==> src/rtl/dff_d_conditioner_if.sv <==
`default_nettype none
// ============================================================================
//  Module      : dff_d_conditioner_if
//  Description : Signal bundle between a raw asynchronous level source and
//                the dff_d_conditioner that synchronizes and debounces it.
//
//  Signals
//    din   raw asynchronous level (switch or external pin)
//    dout  synchronized, debounced level (drives a downstream flop d input)
//    rise  one-cycle pulse when dout goes 0->1
//    fall  one-cycle pulse when dout goes 1->0
//    busy  a candidate level change is currently being qualified
//
//  Modports
//    master  : the side that supplies din and observes the conditioned level
//    slave   : the conditioner itself
//
//  Revision    : 1.0  initial release
// ============================================================================
interface dff_d_conditioner_if;

    logic din;
    logic dout;
    logic rise;
    logic fall;
    logic busy;

    modport master (
        output din,
        input  dout,
        input  rise,
        input  fall,
        input  busy
    );

    modport slave (
        input  din,
        output dout,
        output rise,
        output fall,
        output busy
    );

endinterface : dff_d_conditioner_if
`default_nettype wire

==> src/rtl/dff_d_conditioner.sv <==
`default_nettype none
// ============================================================================
//  Module      : dff_d_conditioner
//  Description : Conditions a raw asynchronous level (switch, external pin)
//                before it feeds the d input of a flip-flop. The level is
//                first passed through a SYNC_STAGES-deep synchronizer and
//                then debounced: the output only follows the synchronized
//                level after it has differed from the current output for
//                STABLE_CYCLES consecutive clocks. Shorter excursions are
//                discarded. Every output is a flop; nothing combinational
//                runs from din to any output.
//
//  Parameters
//    SYNC_STAGES    synchronizer depth, 2..4                    (default 2)
//    CNT_W          stability counter width                     (default 8)
//    STABLE_CYCLES  qualification length, 2..2**CNT_W           (default 16)
//
//  Ports
//    clk    single clock, all state updates on its rising edge
//    reset  asynchronous, active-high; clears every flop immediately
//    bus    dff_d_conditioner_if.slave
//             din  (in)  raw level
//             dout (out) debounced level
//             rise (out) one-cycle pulse on dout 0->1
//             fall (out) one-cycle pulse on dout 1->0
//             busy (out) high while the stability counter is non-zero
//
//  Latency     : dout changes SYNC_STAGES+STABLE_CYCLES-1 edges after the
//                edge that first captures a new, thereafter stable, level.
//
//  Build option: DFF_D_CONDITIONER_EDGE_EN
//                defined   -> rise/fall are registered edge pulses
//                undefined -> rise/fall are tied to 0 and no pulse flops
//                             exist; dout and busy are unaffected
//
//  Revision    : 1.0  initial release
// ============================================================================
module dff_d_conditioner #(
    parameter int SYNC_STAGES   = 2,
    parameter int CNT_W         = 8,
    parameter int STABLE_CYCLES = 16
) (
    input  wire logic              clk,
    input  wire logic              reset,
    dff_d_conditioner_if.slave     bus
);

    // ------------------------------------------------------------------------
    // Elaboration-time parameter sanity
    // ------------------------------------------------------------------------
    if ((SYNC_STAGES < 2) || (SYNC_STAGES > 4)) begin : g_bad_sync_stages
        $error("dff_d_conditioner: SYNC_STAGES must be in 2..4");
    end

    if ((STABLE_CYCLES < 2) || (STABLE_CYCLES > (2 ** CNT_W))) begin : g_bad_stable_cycles
        $error("dff_d_conditioner: STABLE_CYCLES must be in 2..2**CNT_W");
    end

    // Terminal counter value: reaching it with a still-differing level means
    // the candidate has been stable for STABLE_CYCLES edges in a row.
    localparam logic [CNT_W-1:0] c_cnt_last = CNT_W'(STABLE_CYCLES - 1);

    // ------------------------------------------------------------------------
    // Synchronizer. r_sync[0] is the only flop that ever samples din; the
    // debouncer below only ever looks at the last stage.
    // ------------------------------------------------------------------------
    logic [SYNC_STAGES-1:0] r_sync;
    logic                   w_s;

    always_ff @(posedge clk or posedge reset) begin
        if (reset) begin
            r_sync <= '0;
        end else begin
            r_sync <= {r_sync[SYNC_STAGES-2:0], bus.din};
        end
    end

    assign w_s = r_sync[SYNC_STAGES-1];

    // ------------------------------------------------------------------------
    // Debouncer state
    // ------------------------------------------------------------------------
    logic [CNT_W-1:0] r_cnt;
    logic [CNT_W-1:0] w_cnt_nxt;
    logic             r_dout;
    logic             w_dout_nxt;
    logic             w_update;
    logic             r_busy;

    // The counter only advances while the synchronized level disagrees with
    // dout. Any agreement (glitch ended) drops it straight back to zero, so a
    // qualification restarts from scratch. On the terminal count the level
    // is accepted and the counter clears on the same edge, which also means
    // it can never run past c_cnt_last and wrap.
    always_comb begin
        w_cnt_nxt = '0;
        w_update  = 1'b0;
        if (w_s != r_dout) begin
            if (r_cnt == c_cnt_last) begin
                w_update = 1'b1;
            end else begin
                w_cnt_nxt = r_cnt + 1'b1;
            end
        end
    end

    assign w_dout_nxt = w_update ? w_s : r_dout;

    always_ff @(posedge clk or posedge reset) begin
        if (reset) begin
            r_cnt  <= '0;
            r_dout <= 1'b0;
            r_busy <= 1'b0;
        end else begin
            r_cnt  <= w_cnt_nxt;
            r_dout <= w_dout_nxt;
            // Built from the next counter value so that busy is a flop and
            // still equals (r_cnt != 0) on every cycle.
            r_busy <= (w_cnt_nxt != '0);
        end
    end

    assign bus.dout = r_dout;
    assign bus.busy = r_busy;

    // ------------------------------------------------------------------------
    // Edge pulses. Registered on the very edge that dout changes, so they are
    // aligned with the new dout value and last exactly one cycle. Only one of
    // them can be set on a given edge because w_s selects which.
    // ------------------------------------------------------------------------
`ifdef DFF_D_CONDITIONER_EDGE_EN
    logic r_rise;
    logic r_fall;

    always_ff @(posedge clk or posedge reset) begin
        if (reset) begin
            r_rise <= 1'b0;
            r_fall <= 1'b0;
        end else begin
            r_rise <= w_update &  w_s;
            r_fall <= w_update & ~w_s;
        end
    end

    assign bus.rise = r_rise;
    assign bus.fall = r_fall;
`else
    assign bus.rise = 1'b0;
    assign bus.fall = 1'b0;
`endif

endmodule : dff_d_conditioner
`default_nettype wire
==> src/flat_wrapper.sv <==
// flat-port wrapper written by rule: the top's interface ports become plain ports
module dff_d_conditioner_flat 
#(
    parameter int SYNC_STAGES   = 2,
    parameter int CNT_W         = 8,
    parameter int STABLE_CYCLES = 16
)
  (clk, reset, bus_din, bus_dout, bus_rise, bus_fall, bus_busy);
  dff_d_conditioner_if bus_i ();
  input  wire logic clk;
  input  wire logic reset;
  input wire logic [$bits(bus_i.din)-1:0] bus_din;
  output wire logic [$bits(bus_i.dout)-1:0] bus_dout;
  output wire logic [$bits(bus_i.rise)-1:0] bus_rise;
  output wire logic [$bits(bus_i.fall)-1:0] bus_fall;
  output wire logic [$bits(bus_i.busy)-1:0] bus_busy;
  assign bus_i.din = bus_din;
  assign bus_dout = bus_i.dout;
  assign bus_rise = bus_i.rise;
  assign bus_fall = bus_i.fall;
  assign bus_busy = bus_i.busy;
  dff_d_conditioner #(.SYNC_STAGES(SYNC_STAGES), .CNT_W(CNT_W), .STABLE_CYCLES(STABLE_CYCLES)) u_core (.clk(clk), .reset(reset), .bus(bus_i));
endmodule
==> config.mk <==
export PLATFORM = sky130hd
export DESIGN_NAME = dff_d_conditioner_flat
export DESIGN_NICKNAME = d
export VERILOG_FILES = /design/src/rtl/dff_d_conditioner_if.sv /design/src/rtl/dff_d_conditioner.sv /design/src/flat_wrapper.sv
export SDC_FILE = /design/constraint.sdc
export NUM_CORES = 1
export LEC_CHECK = 0
export ABC_AREA = 1
export CORE_ASPECT_RATIO = 1.4
export CORE_MARGIN = 1.5
export CORE_UTILIZATION = 32
export CTS_CLUSTER_DIAMETER = 100
export DETAILED_ROUTE_END_ITERATION = 12
export HOLD_SLACK_MARGIN = 0.05
export SYNTH_ARGS = -nofsm -noshare
export SYNTH_HDL_FRONTEND = slang
export SYNTH_SLANG_ARGS = --single-unit
==> constraint.sdc <==
create_clock -name clk -period 3.3 [get_ports clk]
set_input_delay 0.33 -clock clk [delete_from_list [all_inputs] [get_ports clk]]
set_output_delay 0.33 -clock clk [all_outputs]
set_load 0.05 [all_outputs]
==> flow_metrics.env <==
export IMPL_finalMaxSlewViolations=0
export IMPL_tritoncts_clock_tree="built"
export IMPL_final_min_period_over_clock_period=0.542
export IMPL_async_flop_share=1.00
export IMPL_outcome="completed"
export IMPL_setup_worst_path_end_class="primary output"
export IMPL_synth_edf_count=0
export IMPL_first_global_vias=437
export IMPL_synth_area_leaders="dfrtp_1, nand2_1, inv_1, nand3_1, nor2_1"
export IMPL_worst_endpoint_required_ns=2.97
export IMPL_powerDensity_mw_per_mm2=391
export IMPL_place_gp_congestion=0.705
export IMPL_dieArea_mm2=0.00222
export IMPL_dominantRegCellSynth="dfrtp_1"
export IMPL_max_vdd_ir_drop_uv=245
export IMPL_period_minus_slack_ns=1.79
export IMPL_combined_global_route_utilization_of_all_metal_layers=0.113
export IMPL_postCtsResizedCells=0
export IMPL_clock_tree_htree_level_count=1
export IMPL_syn_inst=85
export IMPL_layout_area_overhead_vs_synth_pct=12.2
export IMPL_worst_skew_pair_late_latency_ns=0.26
export IMPL_seq_area_frac_synth=0.482
export IMPL_drt_total_wl_um=1010
export IMPL_final_setup_tns_ns=0
export IMPL_clock_sink_count=12
export IMPL_timing_hold_ws_ns=0.362
export IMPL_critPathKind="flip-flop to primary output"
export IMPL_netlist_area_leader_share=0.482
export IMPL_antenna_found_initial=0
export IMPL_hold_viol=0
export IMPL_postSynthAreaPerCell_um2=7.33
export IMPL_setup_viol=0
export IMPL_drive_gt1_frac=0.0440
export IMPL_maximum_number_of_pins_on_one_net_before_global_route_repair=13
export IMPL_post_synth_num_cell_types=11
export IMPL_max_cap_viol_count=0
export IMPL_totalPowerFinal_mw=0.274
export IMPL_critPathMaxFanout=3
export IMPL_routed_wire_length_per_instance_um=9.08
export IMPL_critical_path_arrival_ns=1.46
export IMPL_hold_path_class="primary input to asynchronous set/reset pin"
export IMPL_mappedNetlistArea_um2=623
export IMPL_cts_buffers=3
export IMPL_grt_pass1_wl_um=1680
export IMPL_initial_utilization=0.346
export IMPL_globalRoute_totalOverflow=0
export IMPL_die_h_um=55.2
export IMPL_worst_path_buf_inv=1
export IMPL_clock_root_buffer="clkbuf_4"
export IMPL_finalClockSkew_ns=0.000896
export IMPL_vias=477
export IMPL_grt_setup_unrepaired="false"
export IMPL_timing_critical_path_slowest_cell_delay_ns=0.82
export IMPL_dp_hpwl_um=850
export IMPL_cts_post_setup_buffers_inserted=0
export IMPL_p_leak_nw=0.445
export IMPL_cpMaxStageDelayCell="clkdlybuf4s50_1"
export IMPL_insertedDiodeCount=0
export IMPL_synthDominantAreaCellType="dfrtp_1"
export IMPL_worst_setup_path_start_kind="flip-flop"
export IMPL_yosys_top_cells_count="nand2_1, inv_1, dfrtp_1"
export IMPL_io_buffer_count=4
export IMPL_layoutNonFillerInstCount=111
export IMPL_synth_seq_cells=12
export IMPL_postCtsHoldBufs=0
export IMPL_coreArea_mm2=0.00180
export IMPL_design_portCount=7
export IMPL_drc_errors=0
export IMPL_clk_pin_slew_ns=0.06
export IMPL_post_synth_top_count_cell="nand2_1"
export IMPL_starting_drt_drc_count=2
export IMPL_fmax_mhz=559
export IMPL_path_delay_family="buffers and inverters"
export IMPL_detail_route_vias_per_cell=4.30
export IMPL_placed_cells_incl_taps=108
export IMPL_synth_yosys_warnings=0
export IMPL_floorplan_rows=18
export IMPL_final_net_count=97
export IMPL_drt_first_pass_iters=3
export IMPL_chipWidth_um=40.3
export IMPL_clockBufferDepth=2
export IMPL_worstPathCellList="clkdlybuf4s50_1"
export IMPL_postRouteAntennaNets=0
==> placed cells by master (no fill, tap or decap), drive strengths merged <==
cell | synthesis | layout
o21bai | 2 | 2
conb | 1 | 2
inv | 19 | 19
clkdlybuf4s50 | 0 | 4
xnor2 | 1 | 1
nand2 | 26 | 26
dfrtp | 12 | 12
nand3 | 10 | 10
clkbuf | 0 | 3
nor2 | 11 | 11
ha | 1 | 1
==> cells by family after synthesis <==
logic type,synth area share
AND/OR/NAND/NOR,0.315
buffers and inverters,0.139
flip-flops,0.482
AO/OA/AOI/OAI,0.0241
XOR/XNOR,0.0141
adder cells (fa/ha/maj),0.0201
other,0.00602
==> layout make-up <==
type / instances / area, µm²
fillers: 192 / 1100
flip-flops and latches: 12 / 300
multi-input cells: 53 / 240
inverters: 19 / 71.3
repair buffers: 4 / 40.0
well taps: 20 / 25.0
clock buffers: 3 / 22.5
==> power breakdown <==
| part | total (mW) | internal, mW | switching [mW] |
|---|---|---|---|
| clock network | 0.0834 | 0.0421 | 0.0412 |
| logic | 0.0335 | 0.0101 | 0.0235 |
| registers | 0.157 | 0.153 | 0.00370 |
==> flip-flops by register name, indices dropped and copies added, names as in the netlist <==
signal and cells:
u_core.bus.busy 1, u_core.bus.dout 1, u_core.r_cnt 8, u_core.r_sync 2
==> final timing paths <==
check	startpoint	slack, ns	endpoint	cells past startpoint
max	u_core.bus.dout	1.51	bus_dout	1
min	reset	0.36	u_core.r_cnt[1]	2
max reg2reg	u_core.r_cnt[0]	1.94	u_core.bus.busy	8
min reg2reg	u_core.r_sync[0]	0.36	u_core.r_sync[1]	0
max in group asynchronous	reset	2.64	u_core.r_cnt[7]	2
min in group clk	u_core.r_sync[0]	0.36	u_core.r_sync[1]	0
==> metrics by stage <==
step / setup slack, ns / instance area (µm²) / util
2_1_floorplan: 1.96 / 627 / -
3_3_place_gp: 1.80 / 677 / 0.376
3_5_place_dp: 1.79 / 677 / 0.376
4_1_cts: 1.50 / 699 / 0.388
5_1_grt: 1.48 / 699 / 0.388
6_report: 1.51 / 699 / 0.388
==> layer usage <==
layer,track usage,vias up,wire [µm]
li1,-,258,-
met1,0.118,209,409
met2,0.189,6,558
met3,0.0120,4,13
met4,0.0857,0,27
met5,0,-,0
Power figures use the tool's default switching activity.
